`src/rtl/stage1_multi.sv`:
```
// L/M/N servo-term stage for NUM_LEGS legs, sequenced through one shared signed multiplier.
// Latency: leg k is presented 6 + 7k cycles after the accepted enable, when out_ready is held high.
// Backpressure: each result is held in EMIT until out_ready is high; enable is ignored while busy.
module stage1_multi #(
    parameter int NUM_LEGS = 3,
    parameter int IN_W     = 9,
    parameter int A        = 25,
    parameter int A_W      = 8,
    parameter int K        = 13775,
    parameter int COEF_W   = 16,
    parameter logic [NUM_LEGS*COEF_W-1:0] COS_LIST = {-16'sd14189, 16'sd0, 16'sd14189},
    parameter logic [NUM_LEGS*COEF_W-1:0] SIN_LIST = {-16'sd8192, 16'sd16384, -16'sd8192},
    parameter int N_W      = 15
) (
    input  logic                          clock,
    input  logic                          rst,
    input  logic                          enable,
    input  logic [NUM_LEGS*IN_W-1:0]      lx_bus,
    input  logic [NUM_LEGS*IN_W-1:0]      ly_bus,
    input  logic [NUM_LEGS*(IN_W-1)-1:0]  lz_bus,
    input  logic                          out_ready,
    output logic                          busy,
    output logic signed [2*IN_W+1:0]      L,
    output logic [IN_W+A_W-1:0]           M,
    output logic signed [N_W-1:0]         N,
    output logic [2:0]                    out_leg,
    output logic                          valid,
    output logic                          n_sat,
    output logic                          done
);
    localparam int ACC_W = 2*IN_W + 2;
    localparam int M_W   = IN_W + A_W;
    localparam int P_W   = COEF_W + IN_W + 1;
    localparam int PR_W  = (P_W > ACC_W) ? P_W : ACC_W;
    localparam int T_W   = PR_W + A_W + 2;

    localparam logic signed [PR_W-1:0] K_T      = PR_W'(K);
    localparam logic signed [T_W-1:0]  TWO_A_T  = T_W'(2*A);
    localparam logic [M_W-1:0]         TWO_A_M  = M_W'(2*A);
    localparam logic signed [T_W-1:0]  RND_T    = T_W'(2**(COEF_W-3));
    localparam logic signed [T_W-1:0]  N_MAX_T  = T_W'(2**(N_W-1) - 1);
    localparam logic signed [T_W-1:0]  N_MIN_T  = -N_MAX_T - T_W'(1);
    localparam logic [2:0]             LAST_LEG = 3'(NUM_LEGS-1);

    typedef enum logic [2:0] {IDLE, SX, SY, SZ, PC, PS, EMIT} state_t;

    state_t                       state;
    logic [2:0]                   leg;
    logic [NUM_LEGS*IN_W-1:0]     lx_r, ly_r;
    logic [NUM_LEGS*(IN_W-1)-1:0] lz_r;
    logic signed [PR_W-1:0]       acc, p;

    logic signed [IN_W-1:0]   cur_lx, cur_ly;
    logic [IN_W-2:0]          cur_lz;
    logic signed [COEF_W-1:0] cur_cos, cur_sin;
    logic signed [PR_W-1:0]   op_a, op_b, prod, l_full;
    logic signed [T_W-1:0]    scaled, nraw;
    logic signed [N_W-1:0]    n_next;
    logic                     sat_next;
    logic [M_W-1:0]           m_next;

    always_comb begin
        cur_lx  = lx_r[leg*IN_W +: IN_W];
        cur_ly  = ly_r[leg*IN_W +: IN_W];
        cur_lz  = lz_r[leg*(IN_W-1) +: (IN_W-1)];
        cur_cos = COS_LIST[leg*COEF_W +: COEF_W];
        cur_sin = SIN_LIST[leg*COEF_W +: COEF_W];
    end

    // Operand steering for the single shared multiplier.
    always_comb begin
        op_a = '0;
        op_b = '0;
        case (state)
            SX:      begin op_a = PR_W'(cur_lx);  op_b = PR_W'(cur_lx); end
            SY:      begin op_a = PR_W'(cur_ly);  op_b = PR_W'(cur_ly); end
            SZ:      begin op_a = PR_W'(cur_lz);  op_b = PR_W'(cur_lz); end
            PC:      begin op_a = PR_W'(cur_cos); op_b = PR_W'(cur_lx); end
            PS:      begin op_a = PR_W'(cur_sin); op_b = PR_W'(cur_ly); end
            default: begin op_a = '0;             op_b = '0;            end
        endcase
        prod = op_a * op_b;
    end

    // Round half up, then clamp to the N_W signed range.
    always_comb begin
        l_full   = acc - K_T;
        m_next   = M_W'(cur_lz) * TWO_A_M;
        scaled   = T_W'(p) * TWO_A_T + RND_T;
        nraw     = scaled >>> (COEF_W-2);
        sat_next = 1'b0;
        n_next   = nraw[N_W-1:0];
        if (nraw > N_MAX_T) begin
            n_next   = N_MAX_T[N_W-1:0];
            sat_next = 1'b1;
        end else if (nraw < N_MIN_T) begin
            n_next   = N_MIN_T[N_W-1:0];
            sat_next = 1'b1;
        end
    end

    always_ff @(posedge clock or negedge rst) begin
        if (!rst) begin
            state   <= IDLE;
            leg     <= '0;
            lx_r    <= '0;
            ly_r    <= '0;
            lz_r    <= '0;
            acc     <= '0;
            p       <= '0;
            busy    <= 1'b0;
            L       <= '0;
            M       <= '0;
            N       <= '0;
            out_leg <= '0;
            valid   <= 1'b0;
            n_sat   <= 1'b0;
            done    <= 1'b0;
        end else begin
            done <= 1'b0;
            case (state)
                IDLE: if (enable) begin
                    lx_r  <= lx_bus;
                    ly_r  <= ly_bus;
                    lz_r  <= lz_bus;
                    leg   <= '0;
                    busy  <= 1'b1;
                    state <= SX;
                end
                SX: begin acc <= prod;       state <= SY;   end
                SY: begin acc <= acc + prod; state <= SZ;   end
                SZ: begin acc <= acc + prod; state <= PC;   end
                PC: begin p   <= prod;       state <= PS;   end
                PS: begin p   <= p + prod;   state <= EMIT; end
                EMIT: begin
                    // First EMIT cycle registers the result; later cycles wait for the handshake.
                    if (!valid) begin
                        L       <= l_full[ACC_W-1:0];
                        M       <= m_next;
                        N       <= n_next;
                        n_sat   <= sat_next;
                        out_leg <= leg;
                        valid   <= 1'b1;
                    end else if (out_ready) begin
                        valid <= 1'b0;
                        if (leg == LAST_LEG) begin
                            busy  <= 1'b0;
                            done  <= 1'b1;
                            state <= IDLE;
                        end else begin
                            leg   <= leg + 3'd1;
                            state <= SX;
                        end
                    end
                end
                default: state <= IDLE;
            endcase
        end
    end
endmodule

```
`config.mk`:
```
export PLATFORM = sky130hd
export DESIGN_NAME = stage1_multi
export DESIGN_NICKNAME = d
export VERILOG_FILES = /design/src/rtl/stage1_multi.sv
export SDC_FILE = /design/constraint.sdc
export NUM_CORES = 1
export LEC_CHECK = 0
export BUFFER_PORTS_ARGS = -buffer_cell sky130_fd_sc_hd__buf_2
export CAP_MARGIN = 0
export CORE_MARGIN = 5
export CORE_UTILIZATION = 45
export DETAILED_ROUTE_END_ITERATION = 6
export GPL_TIMING_DRIVEN = 0
export PLACE_DENSITY = 0.65
export SLEW_MARGIN = 20
export SYNTH_ARGS = -nofsm -noshare
export SYNTH_HDL_FRONTEND = slang
export SYNTH_SLANG_ARGS = --single-unit
```
`constraint.sdc`:
```
create_clock -name clock -period 18.25 [get_ports clock]
set_input_delay 3.65 -clock clock [delete_from_list [all_inputs] [get_ports clock]]
set_output_delay 3.65 -clock clock [all_outputs]
set_load 0.02 [all_outputs]
```
==> impl_metrics.xml <==
<?xml version="1.0" encoding="UTF-8"?>
<metrics>
  <group name="floorplan">
    <metric name="start_util" unit="%">45.4</metric>
    <metric name="floorplan.rows" unit="">82</metric>
    <metric name="chipHeight" unit="microns">235</metric>
    <metric name="die-area" unit="sq um">55000</metric>
    <metric name="die_w" unit="microns">235</metric>
    <metric name="core_area" unit="sq um">50000</metric>
    <metric name="pin_count" unit="">141</metric>
  </group>
  <group name="critical_path">
    <metric name="timing.critical_path.to_type" unit="">flip-flop</metric>
    <metric name="critPathMaxStageDelay" unit="ns">0.77</metric>
    <metric name="timing.critical_path.slowest_stage_cell" unit="">sky130_fd_sc_hd__a2111oi_0</metric>
    <metric name="crit_fanout" unit="">10</metric>
    <metric name="r2r_slack" unit="ns">5.91</metric>
    <metric name="worst-r2r-cell-count" unit="">38</metric>
    <metric name="regToRegStartpoint" unit="">leg[0]</metric>
    <metric name="timing_worst_setup_path_type" unit="">reg -&gt; reg</metric>
    <metric name="required_time_at_the_endpoint_of_the_critical_path" unit="ns">18.60</metric>
    <metric name="timing.critical_path.arrival" unit="ns">12.68</metric>
    <metric name="worst_r2r_endpoint" unit="">p[24]</metric>
    <metric name="worst_setup_path_start_kind" unit="">flip-flop</metric>
    <metric name="critical-path-top-cell-by-count" unit="">sky130_fd_sc_hd__fa_1</metric>
  </group>
  <group name="clocking">
    <metric name="clk_latency" unit="ns">0.47</metric>
    <metric name="clock-root-buffer" unit="">sky130_fd_sc_hd__clkbuf_16</metric>
    <metric name="cts_max_path_buffers" unit="">2</metric>
    <metric name="h-tree-depth" unit="">4</metric>
    <metric name="tritoncts" unit="">done</metric>
    <metric name="postCtsResizedCells" unit="">0</metric>
    <metric name="post_cts_buffers" unit="">0</metric>
    <metric name="clk_transition_reported_paths" unit="ns">0.08</metric>
    <metric name="clkSinkCount" unit="">185</metric>
    <metric name="cts-buffers-inserted" unit="">17</metric>
    <metric name="cts_hold_buf" unit="">0</metric>
  </group>
  <group name="global_route">
    <metric name="grt_antenna_before_repair" unit="">0</metric>
    <metric name="total_grt_usage" unit="%">21.5</metric>
    <metric name="grt_first_pass_wirelength" unit="microns">95000</metric>
    <metric name="pin_count_of_the_biggest_net_entering_global_routing" unit="">90</metric>
    <metric name="grt_overflow_total" unit="">0</metric>
    <metric name="vias_in_the_first_global_route" unit="">18744</metric>
  </group>
  <group name="hold_path">
    <metric name="worstHoldPathCells" unit="">2</metric>
    <metric name="min-delay-start" unit="">L[13]</metric>
    <metric name="timing.hold.worst_endpoint" unit="">L[13]</metric>
    <metric name="min_path_type" unit="">reg -&gt; reg</metric>
  </group>
  <group name="routing">
    <metric name="firstDrtPassIters" unit="">5</metric>
    <metric name="detail_route.drc_violations" unit="">0</metric>
    <metric name="totalWireLength" unit="microns">57100</metric>
    <metric name="number_of_drc_markers_after_the_initial_detailed_route_iteration" unit="">953</metric>
    <metric name="antenna_left" unit="">0</metric>
    <metric name="routed_wire_length_per_instance" unit="microns">17.0</metric>
    <metric name="vias" unit="">17598</metric>
    <metric name="vias_per_cell" unit="">5.24</metric>
  </group>
  <group name="synthesis">
    <metric name="syn-instance-count" unit="">2513</metric>
    <metric name="synthTopCellsByArea" unit="">sky130_fd_sc_hd__dfrtp_1 20%, sky130_fd_sc_hd__fa_1 20%, sky130_fd_sc_hd__ha_1 14%, sky130_fd_sc_hd__inv_1 7.4%, sky130_fd_sc_hd__mux2_2 4.7%</metric>
    <metric name="synth_cell_types" unit="">79</metric>
    <metric name="dominantRegCellSynth" unit="">sky130_fd_sc_hd__dfrtp_1</metric>
    <metric name="ys_top_cells_by_count" unit="">446 x sky130_fd_sc_hd__inv_1, 255 x sky130_fd_sc_hd__ha_1, 232 x sky130_fd_sc_hd__nand2_1</metric>
    <metric name="sequential_element_share_of_the_synthesized_area" unit="%">20.4</metric>
    <metric name="ys_seq_elements" unit="">185</metric>
    <metric name="post-synth-top-area-cell" unit="">sky130_fd_sc_hd__dfrtp_1</metric>
    <metric name="mappedNetlistArea" unit="sq um">22700</metric>
    <metric name="synth_most_common_cell" unit="">sky130_fd_sc_hd__inv_1</metric>
    <metric name="synthDominantCellAreaShare" unit="%">20.4</metric>
    <metric name="syn_avg_cell_area" unit="sq um">9.03</metric>
    <metric name="synthArstFlopShare" unit="%">100</metric>
    <metric name="yosysWarningCount" unit="">0</metric>
    <metric name="synth-edff-count" unit="">0</metric>
  </group>
  <group name="timing">
    <metric name="hold_violations" unit="">0</metric>
    <metric name="report.final.setup_viol" unit="">0</metric>
    <metric name="worstMarginPinSlew" unit="ns">1.04</metric>
    <metric name="max_clock_freq" unit="MHz">81.1</metric>
    <metric name="final_min_period" unit="ns">12.34</metric>
    <metric name="worst_slew_margin_rel" unit="%">30.3</metric>
    <metric name="finalSetupTns" unit="ns">0</metric>
    <metric name="final_cycle_utilization_of_the_critical_path" unit="%">67.6</metric>
    <metric name="worst_clock_skew" unit="ns">0.0166</metric>
    <metric name="drv_slew" unit="">0</metric>
    <metric name="rsz_0062_raised_after_global_routing" unit="">false</metric>
  </group>
  <group name="status">
    <metric name="outcome" unit="">finished, final reports clean</metric>
  </group>
  <group name="place">
    <metric name="dp.final_hpwl" unit="microns">48300</metric>
    <metric name="routabilityCongestion" unit="">0.950</metric>
    <metric name="portBuffers" unit="">136</metric>
  </group>
  <group name="cells_and_area">
    <metric name="design.final.nets" unit="">3240</metric>
    <metric name="area_delta_synth_final" unit="%">9.73</metric>
    <metric name="n_antenna_cell" unit="">0</metric>
    <metric name="layout-drive-gt1-share" unit="%">11.3</metric>
  </group>
  <group name="run">
    <metric name="drv.max_cap_violation_count" unit="">0</metric>
  </group>
</metrics>
[worst max path at each step]
stage                       from    end  slack [ns]  cells past startpoint
after global placement    leg[0]  p[24]        6.15                     39
after floorplan           leg[0]  p[25]        8.74                     38
after detailed placement  leg[0]  p[24]        5.97                     38
after global routing      leg[0]  p[25]        5.20                     40
final                     leg[0]  p[24]        5.91                     38
after CTS                 leg[0]  p[24]        5.93                     38
[through the flow]
stage | util [%] | hold slack (ns) | area, sq um | std cells | worst slack, ns
finish | 49.8 | 0.480 | 24900 | 3357 | 5.91
global route | 49.8 | 0.499 | 24900 | 3357 | 5.20
CTS | 49.8 | 0.484 | 24900 | 3357 | 5.93
detailed placement | 48.6 | 0.466 | 24300 | 3326 | 5.97
global placement | 48.5 | 0.460 | 24200 | 3324 | 6.15
floorplan | - | 0.475 | 22700 | 2516 | 8.74
[layer usage]
metal  vias to the layer above  part of all wire, %  global-route usage (%)  routed length [microns]
met3                       101                  4.6                    3.20                     2620
met5                         -                    0                       0                        0
met2                       416                   49                    37.4                    27800
met1                      8534                   44                    27.7                    25000
met4                         0                  2.9                    6.66                     1670
li1                       8547                    -                       -                        -
[layout make-up]
cell class              count  area (sq um)
clock buffers              17           425
plain buffers              86           347
well taps                 672           841
inverters                 447          1680
repair buffers            138           746
clock inverters            14           181
multi-input cells        1798         16000
flip-flops and latches    185          4630
fillers                  4776         25100
[logic make-up after synthesis]
logic type / Yosys count / synth area share [%]
AO/OA/AOI/OAI: 423 / 12.1
flip-flops: 185 / 20.4
multiplexers: 134 / 6.43
other: 1 / 0.0165
adder cells (fa/ha/maj): 485 / 34.4
XOR/XNOR: 144 / 5.59
buffers and inverters: 533 / 8.93
AND/OR/NAND/NOR: 608 / 12.2
[worst max-delay path: cells and delay by family (launching register included)]
kind,cells,cell delay [ns]
simple gates,8,1.16
compound gates,10,3.03
fa+ha+maj,9,4.06
flops,1,0.49
xor+xnor,1,0.57
mux,3,0.50
buf+inv,7,2.42
[placed cells by master (no fill, tap or decap), types with 99 or more instances in the layout]
cell type                 count
sky130_fd_sc_hd__ha_1       255
sky130_fd_sc_hd__a21oi_1    116
sky130_fd_sc_hd__nor2_1     176
sky130_fd_sc_hd__nand2_1    232
sky130_fd_sc_hd__inv_1      446
sky130_fd_sc_hd__buf_2      139
sky130_fd_sc_hd__fa_1       230
sky130_fd_sc_hd__o21ai_0    110
sky130_fd_sc_hd__xnor2_1     99
sky130_fd_sc_hd__dfrtp_1    185
[sequential cells by signal, summed over array words and instances (netlist names)]
name	count
lx_r	27
ly_r	27
p	26
lz_r	24
L	20
acc	20
N	15
M	13
leg	3
out_leg	3
state	3
busy	1
done	1
n_sat	1
valid	1
Power is left out: the tool's default activity adds up to more than one toggle a clock period on the data nets, which glitch-free logic cannot reach.
